[src/rtl/dispatch_pipe.sv]
// dispatch_pipe: single-entry staging register between the decode fifo and the
// per-type issue channels. Serial instructions (fence, csr) wait for an empty
// ROB, dispatch alone, and then block further dispatch until the ROB drains.
// Optional feature macro: DISPATCH_PERF_EN adds perf_disp_cnt / perf_stall_cnt.
//
// state      | meaning
// RUN        | normal dispatch; a staged serial entry moves to WAIT_EMPTY
// WAIT_EMPTY | serial entry staged, fires only once the ROB is empty
// WAIT_DONE  | serial entry issued; no fire/pop until the ROB is empty again
module dispatch_pipe #(
  parameter int DW = 64,
  parameter int CH = 7
) (
  input  logic          CLK,
  input  logic          RSTn,
  input  logic          instrFifo_empty,
  output logic          instrFifo_pop,
  input  logic [DW-1:0] decode_info,
  input  logic [CH-1:0] decode_tgt,
  input  logic          decode_serial,
  input  logic          rd0_runOut,
  input  logic          reOrder_fifo_full,
  input  logic          reOrder_empty,
  input  logic          flush,
  input  logic [CH-1:0] ch_full,
  output logic [CH-1:0] ch_push,
  output logic [DW-1:0] dispat_info,
`ifdef DISPATCH_PERF_EN
  output logic [31:0]   perf_disp_cnt,
  output logic [31:0]   perf_stall_cnt,
`endif
  output logic          reOrder_fifo_push,
  output logic          rd0_raw_vaild
);

  typedef enum logic [1:0] {RUN, WAIT_EMPTY, WAIT_DONE} state_t;

  state_t        state, state_nxt;
  logic          stage_valid;
  logic [DW-1:0] stage_info;
  logic [CH-1:0] stage_tgt;
  logic          stage_serial;
  logic [CH-1:0] sel_oh;
  logic          permit, fire, drop, pop;

  // One-hot of the lowest set target bit; multi-hot targets go to the lowest channel.
  always_comb begin
    sel_oh = '0;
    for (int i = CH - 1; i >= 0; i--) begin
      if (stage_tgt[i]) begin
        sel_oh    = '0;
        sel_oh[i] = 1'b1;
      end
    end
  end

  // Dispatch permission, fire/drop/pop decisions and next state.
  always_comb begin
    permit    = 1'b0;
    state_nxt = state;
    case (state)
      RUN:        permit = ~stage_serial;
      WAIT_EMPTY: permit = reOrder_empty;
      WAIT_DONE:  permit = 1'b0;
      default:    permit = 1'b0;
    endcase

    // A zero target is an unrealized instruction: it never fires, it is dropped.
    fire = RSTn & stage_valid & (|sel_oh) & permit & ~rd0_runOut &
           ~reOrder_fifo_full & ~(|(ch_full & sel_oh)) & ~flush;
    drop = RSTn & stage_valid & ~(|stage_tgt) & ~flush;
    pop  = RSTn & ~instrFifo_empty & ~flush & (state != WAIT_DONE) &
           (~stage_valid | fire | drop);

    case (state)
      RUN:        if (stage_valid && stage_serial && (|stage_tgt)) state_nxt = WAIT_EMPTY;
      WAIT_EMPTY: if (fire) state_nxt = WAIT_DONE;
      WAIT_DONE:  if (reOrder_empty) state_nxt = RUN;
      default:    state_nxt = RUN;
    endcase
    if (flush) state_nxt = RUN;
  end

  // FSM state register.
  always_ff @(posedge CLK) begin
    if (!RSTn) state <= RUN;
    else       state <= state_nxt;
  end

  // Staging register: flush empties it, pop reloads it, fire/drop retire it.
  always_ff @(posedge CLK) begin
    if (!RSTn) begin
      stage_valid  <= 1'b0;
      stage_info   <= '0;
      stage_tgt    <= '0;
      stage_serial <= 1'b0;
    end else if (flush) begin
      stage_valid  <= 1'b0;
    end else if (pop) begin
      stage_valid  <= 1'b1;
      stage_info   <= decode_info;
      stage_tgt    <= decode_tgt;
      stage_serial <= decode_serial;
    end else if (fire || drop) begin
      stage_valid  <= 1'b0;
    end
  end

`ifdef DISPATCH_PERF_EN
  // Dispatch and stall event counters, cleared only by reset.
  always_ff @(posedge CLK) begin
    if (!RSTn) begin
      perf_disp_cnt  <= '0;
      perf_stall_cnt <= '0;
    end else begin
      if (fire) perf_disp_cnt <= perf_disp_cnt + 32'd1;
      if (stage_valid && !fire && !drop) perf_stall_cnt <= perf_stall_cnt + 32'd1;
    end
  end
`endif

  assign instrFifo_pop     = pop;
  assign ch_push           = fire ? sel_oh : '0;
  assign reOrder_fifo_push = fire;
  assign rd0_raw_vaild     = fire;
  // Gated so the staged payload reads zero while reset is held.
  assign dispat_info       = RSTn ? stage_info : '0;

endmodule

[config.mk]
export PLATFORM = sky130hd
export DESIGN_NAME = dispatch_pipe
export DESIGN_NICKNAME = d
export VERILOG_FILES = /design/src/rtl/dispatch_pipe.sv
export SDC_FILE = /design/constraint.sdc
export NUM_CORES = 1
export LEC_CHECK = 0
export CAP_MARGIN = 15
export CORE_AREA = 2 2 91 93
export CTS_BUF_LIST = sky130_fd_sc_hd__clkbuf_2 sky130_fd_sc_hd__clkbuf_4 sky130_fd_sc_hd__clkbuf_8
export DETAILED_ROUTE_END_ITERATION = 8
export DIE_AREA = 0 0 93 95
export GPL_TIMING_DRIVEN = 0
export PLACE_DENSITY = 0.94
export SYNTH_ARGS = -nofsm -noshare
export SYNTH_HDL_FRONTEND = slang
export SYNTH_SLANG_ARGS = --single-unit
export TNS_END_PERCENT = 1
[constraint.sdc]
create_clock -name CLK -period 8.7 [get_ports CLK]
set_input_delay 2.175 -clock CLK [delete_from_list [all_inputs] [get_ports CLK]]
set_output_delay 2.175 -clock CLK [all_outputs]
set_load 0.005 [all_outputs]
==> run metrics, run 1 <==
fraction of synthesized cell area in xor and xnor cells=0%; DRC=0; aggregate routed wire length=8630 um; sequential share of power=43.1%; launch point of the critical path=rd0_runOut; number of hold buffers added after cts=0; main combinational cell family by area after synthesis=multiplexers; worst min-delay path category=reg -> reg; met2 routed WL=4500 um; detailed router's first-iteration violation count=70; startpoint of the worst-slack reg-to-reg timing path=stage_tgt[0]$_SDFFE_PN0P_; sequential area share after synthesis=43.4%; vertical die dimension=95 um; Worst Path Arrival=4680 ps; GPL Wtd Cong=0.831; count of TritonRoute iterations in the first routing pass=4; I/O Buffers=159; count of max-cap constraint violations=0; number of hold violations in the final report=0; clock latency on the worst-skew pair=340 ps; commonest non-fill, non-tap cells in the layout=clkdlybuf4s50_1 (159), dfxtp_1 (75), and2_1 (65); number of synthesized register bits=75; post-layout utilization of the core=68.7%; Num CTS Buffers=9; capture instance of the worst register-to-register path=stage_info[59]$_SDFFE_PN0P_; proportion of total power due to net switching=20.4%; cell-internal power=680 uW; area delta synth->final=57.5%; net count reported at finish=532; pin count of the biggest net entering global routing=13; max frequency=146 MHz; met3 layer wire length in the routed design=431 um; worst slew slack as a fraction of its limit=62.0%; slew at the pin closest to its max-slew limit=566 ps; DR top layer=met4; clock slew at the register clock pins of the worst setup and hold paths=70 ps; register-to-register path setup slack=6160 ps; Critical Setup Path Class=in -> out; post-route clock period utilization=78.7%; Worst Setup EP=instrFifo_pop; initial cell density of the core=43.6%; Max Fanout on Critical Path=10; outcome=completed; floorplan die width=93 um; detail-routed via count per cell=4.78; Std-Cell Core Area=0.00793 mm^2; Yosys warning total=0; post-synthesis net count=362; net switching component of the power=174 uW; CTS H-tree lvls=3; number of setup violations in the final report=0; antenna violations before repair=0; GRT overflow=0; largest vdd supply drop=0.0000872 V; number of diodes=0; Clock Skew=12.9 ps; clock tree from TritonCTS=built; WL met1=3500 um; CTS max path bufs=2; cell chosen for the clock root=clkbuf_8; Post-DP HPWL=6540 um; area of the die=0.00884 mm^2; most frequent standard cell in the layout excluding fill and tap cells=clkdlybuf4s50_1; post-synthesis instance area=0.00346 mm^2; instance count of the mapped netlist=276; PwrDens=157 mW/mm^2; Placement Rows=33; max-slew violation count=0; number of cells traversed by the worst register-to-register path=7; Post-Synth Simple-Gate Area=17.6%; static leakage=2.18 nW; fraction of power consumed by the clock network=41.0%; combinational share of power=15.9%; first-pass GRT wire length=13500 um; post-route setup TNS=0 ps; Setup crit end kind=primary output; average cell area after synthesis=12.5 um^2; Antenna Violating Nets Remaining=0; Avg WL per Cell=15.5 um; global routing usage summed across all routing layers=19.6%; vias in the first global route=2830; Post-Synth Adder-Cell Area=0%; Period minus WS final=6850 ps; compound-cell area share of the yosys netlist=5.32%; post-synthesis cell type count=36; fraction of final layout cells sized beyond drive strength 1=22.2%; nature of the critical path startpoint=input pin; Top Ports=160; number of instances resized during post-cts repair=0; Vias=2655; clock sink count=75; number of buffers inserted to repair setup after CTS=0; worst path required time=6530 ps; RSZ-0062 raised after global routing=false; proportion of synthesized area in mux cells=27.6%
## worst max-delay path, stage by stage
cell             delay [ps]
clkdlybuf4s50_1         390
or4b_1                  490
a211oi_1                210
and3_2                  300
a211oi_4                110
nor2_8                  280
buf_8                   190
clkdlybuf4s50_1         520
## layer usage
layer,track usage [%],vias up
met5,0,-
met4,8.09,0
met3,3.75,16
met2,35.9,91
met1,22.4,1251
li1,-,1297
## kinds of logic (layout without fill, tap and decap cells)
logic type / after synthesis / after routing
and+or+nand+nor: 95 / 95
DFF: 75 / 75
muxes: 64 / 64
buffers and inverters: 22 / 197
AOI/OAI and AO/OA: 20 / 20
## sequential cells by signal (all words and copies together), names as in the netlist
register      flops
stage_info       64
stage_serial      1
stage_tgt         7
stage_valid       1
state             2
## worst min path at each step
stage | startpoint | to | depth (start not counted)
2_1_floorplan | state[1]$_SDFFE_PP0P_ | state[0]$_SDFFE_PP0P_ | 1
3_3_place_gp | state[1]$_SDFFE_PP0P_ | state[0]$_SDFFE_PP0P_ | 1
3_5_place_dp | state[1]$_SDFFE_PP0P_ | state[0]$_SDFFE_PP0P_ | 1
4_1_cts | state[1]$_SDFFE_PP0P_ | state[0]$_SDFFE_PP0P_ | 1
5_1_grt | state[1]$_SDFFE_PP0P_ | state[0]$_SDFFE_PP0P_ | 1
6_report | state[1]$_SDFFE_PP0P_ | state[0]$_SDFFE_PP0P_ | 1
## cell usage after synthesis, drive strengths merged
cell	n	area, um^2
a211oi	2	27.5
a21o	1	8.76
a221o	1	10.0
a22oi	2	15.0
a32o	7	70.1
a32oi	3	26.3
and2	65	407
and2b	1	8.76
and3	4	26.3
and4b	1	10.0
buf	10	165
clkbuf	6	22.5
dfxtp	75	1500
inv	6	22.5
mux2	64	953
nand2	5	18.8
nand2b	1	6.26
nand3	1	5.00
nor2	8	53.8
nor3	2	10.0
nor4b	2	17.5
o2111a	1	11.3
o21ai	3	15.0
or2	1	6.26
or3	1	7.51
or4	2	22.5
or4b	1	10.0
## metrics by stage
stage	setup slack, ps	std cells	hold WS (ps)	power (mW)	area (um^2)
4_1_cts	1820	556	448	0.860	5450
5_1_grt	1660	556	472	0.885	5450
2_1_floorplan	2890	276	410	0.440	3460
3_5_place_dp	1820	540	445	0.511	5180
3_3_place_gp	1850	540	428	0.506	5180
6_report	1850	556	443	0.854	5450
## final cells by class
cell class                      instances  area [um^2]
Inverter                                6         22.5
Fill cell                             594         2480
Multi-Input combinational cell        179         1750
Buffer                                 16          188
Tap cell                              105          131
Clock inverter                          5          125
Timing Repair Buffer                  159         1590
Clock buffer                           11          139
Sequential cell                        75         1500
## power groups by stage
| stage | Clock [mW] | Combinational, mW | Sequential, mW |
|---|---|---|---|
| 2_1_floorplan | 0 | 0.0662 | 0.374 |
| 3_3_place_gp | 0 | 0.131 | 0.375 |
| 3_5_place_dp | 0 | 0.135 | 0.376 |
| 4_1_cts | 0.355 | 0.136 | 0.368 |
| 5_1_grt | 0.371 | 0.144 | 0.370 |
| 6_report | 0.350 | 0.135 | 0.368 |
Power figures use the tool's default switching activity.
==> run 2: changes to the inputs <==
--- a/config.mk
+++ b/config.mk
@@ -6,12 +6,12 @@
 export NUM_CORES = 1
 export LEC_CHECK = 0
 export CAP_MARGIN = 15
-export CORE_AREA = 2 2 91 93
+export CORE_AREA = 2 2 93 95
 export CTS_BUF_LIST = sky130_fd_sc_hd__clkbuf_2 sky130_fd_sc_hd__clkbuf_4 sky130_fd_sc_hd__clkbuf_8
 export DETAILED_ROUTE_END_ITERATION = 8
-export DIE_AREA = 0 0 93 95
+export DIE_AREA = 0 0 95 97
 export GPL_TIMING_DRIVEN = 0
-export PLACE_DENSITY = 0.94
+export PLACE_DENSITY = 0.91
 export SYNTH_ARGS = -nofsm -noshare
 export SYNTH_HDL_FRONTEND = slang
 export SYNTH_SLANG_ARGS = --single-unit
==> constraint.sdc (replaced) <==
create_clock -name CLK -period 6.72 [get_ports CLK]
set_input_delay 1.68 -clock CLK [delete_from_list [all_inputs] [get_ports CLK]]
set_output_delay 1.68 -clock CLK [all_outputs]
set_load 0.005 [all_outputs]
==> run 2 against run 1 <==
  * Routed wire length fell by 5.6%
  * Register-to-register slack got worse by 2000 ps
  * Largest power group unchanged
  * Clock-buffer cell count decreased by 1
  * Critical endpoint unchanged
  * Die area rose by 4.3%
  * Final cell count stayed put
  * Worst hold slack improved by 5.3 ps
  * Non-clock buffer count unchanged
==> run metrics, run 2 (synthesis gave the netlist of run 1 again) <==
CTS H-tree lvls=3 (unchanged); worst min-delay path category=reg -> reg; RSZ-0062 raised after global routing=false; register cell area after layout=0.00150 mm^2 (unchanged); Placement Rows=33 (unchanged); number of hold violations in the final report=0 (unchanged); cell chosen for the clock root=clkbuf_8; Num CTS Buffers=9 (unchanged); number of setup violations in the final report=0 (unchanged); most frequent standard cell in the layout excluding fill and tap cells=clkdlybuf4s50_1; DRC=0 (unchanged); post-route setup TNS=0 ps (unchanged); max-slew violation count=0 (unchanged); worst path required time=5040 ps (-1490 ps); Vias=2609 (-1.7%); post-route clock period utilization=87.9%; GPL Wtd Cong=0.819 (-1.4%); Avg WL per Cell=14.6 um (-5.6%); Top Ports=160 (unchanged); combinational share of power=16.9% (+1.0 points); Worst Path Arrival=4230 ps (-450 ps); Filler Cell Count=598 (+0.67%); detailed router's first-iteration violation count=48 (-31%); area of the die=0.00922 mm^2 (+4.3%); largest register by flop count=stage_info; leading registers by flop count=stage_info (64), stage_tgt (7), state (2); Period minus WS final=5910 ps; max frequency=169 MHz; count of TritonRoute iterations in the first routing pass=4 (unchanged); area delta synth->final=56.2%; Max Fanout on Critical Path=10 (unchanged); number of diodes=0 (unchanged); commonest non-fill, non-tap cells in the layout=clkdlybuf4s50_1 (159), dfxtp_1 (75), and2_1 (65); number of hold buffers added after cts=0 (unchanged); clock slew at the register clock pins of the worst setup and hold paths=70 ps (about the same); net count reported at finish=532 (unchanged); detail-routed via count per cell=4.69 (-1.7%); global routing usage summed across all routing layers=17.6% (-2.1 points); Clock Skew=10.4 ps (-2.45 ps); number of instances resized during post-cts repair=0 (unchanged); multi-input gate area in the final layout=0.00175 mm^2 (unchanged); GRT overflow=0 (unchanged); sequential share of power=46.5% (+3.4 points); vias in the first global route=2716 (-4.0%); number of buffers inserted to repair setup after CTS=0 (unchanged); aggregate routed wire length=8150 um (-5.6%); Post-DP HPWL=6230 um (-4.8%); static leakage=2.16 nW (-1.3%); clock tree from TritonCTS=built; setup slack at placement=802 ps (-1010 ps); nature of the critical path startpoint=input pin; PwrDens=190 mW/mm^2 (+21%); pin count of the biggest net entering global routing=14 (+1); vertical die dimension=97 um (+2.1%); CTS max path bufs=2 (unchanged); I/O Buffers=159 (unchanged); cell-internal power=802 uW (+18%); total power after layout=1.03 mW (+20%); proportion of total power due to net switching=21.8% (+1.4 points); largest vdd supply drop=0.000137 V (+57%); clock sink count=75 (unchanged); Setup crit end kind=primary output; floorplan die width=95 um (+2.2%); worst slew slack as a fraction of its limit=61.4% (-0.63 points); net switching component of the power=224 uW (+29%); fraction of power consumed by the clock network=36.7% (-4.3 points); Critical Setup Path Class=in -> out; Antenna Violating Nets Remaining=0 (unchanged); antenna violations before repair=0 (unchanged); clock latency on the worst-skew pair=330 ps (about the same); outcome=completed; initial cell density of the core=42.5% (-1.1 points); first-pass GRT wire length=12800 um (-5.5%); slew at the pin closest to its max-slew limit=576 ps (+9.36 ps); slack of the critical path=813 ps (-1040 ps); count of max-cap constraint violations=0 (unchanged); Std-Cell Core Area=0.00813 mm^2 (+2.6%); fraction of final layout cells sized beyond drive strength 1=22.2% (unchanged); Largest register FFs=64 (unchanged)
[run 2: final cells by class]
cell class / count / area share (%)
clock buffers: 10 / 2.43
inverters: 6 / 0.417
well taps: 105 / 2.43
clock inverters: 6 / 1.64
repair buffers: 159 / 29.5
plain buffers: 16 / 3.47
multi-input cells: 179 / 32.3
flip-flops and latches: 75 / 27.8
[run 2: power by group through the flow]
stage	combinational [mW]	clock [mW]	sequential (mW)
after floorplan	0.0857	0	0.484
after global placement	0.170	0	0.486
after detailed placement	0.173	0	0.487
after CTS	0.175	0.386	0.477
after global routing	0.185	0.411	0.479
final	0.173	0.376	0.477
[run 2: worst max-delay path, stage by stage]
cell and delay [ps]:
clkdlybuf4s50_1 410, or4b_1 500, a211oi_1 230, and3_2 300, a211oi_4 110, nor2_8 290
buf_8 190, clkdlybuf4s50_1 500
[run 2: path summary, 6_finish.rpt]
path,end,startpoint,cells after the start,slack (ps)
worst min register to register,state[0]$_SDFFE_PP0P_,state[1]$_SDFFE_PP0P_,1,450
worst min-delay path,state[0]$_SDFFE_PP0P_,state[1]$_SDFFE_PP0P_,1,450
worst max-delay path,instrFifo_pop,rd0_runOut,8,810
worst max register to register,stage_info[4]$_SDFFE_PN0P_,stage_tgt[0]$_SDFFE_PN0P_,7,4200
[run 2: through the flow]
step	utilization, %	hold WS (ps)	std cells	instance area, um^2
3_3_place_gp	63.7	434	540	5180
6_report	66.4	448	556	5400
4_1_cts	66.4	450	556	5400
2_1_floorplan	-	410	276	3460
5_1_grt	66.4	482	556	5400
3_5_place_dp	63.7	440	540	5180
[run 2: per-layer routing]
metal  global-route usage (%)  up-vias  routed length, um
li1                         -     1299                  -
met1                     19.9     1206               3400
met2                     31.4       93               4140
met3                     3.74       11                481
met4                     7.13        0                127
met5                        0        -                  0
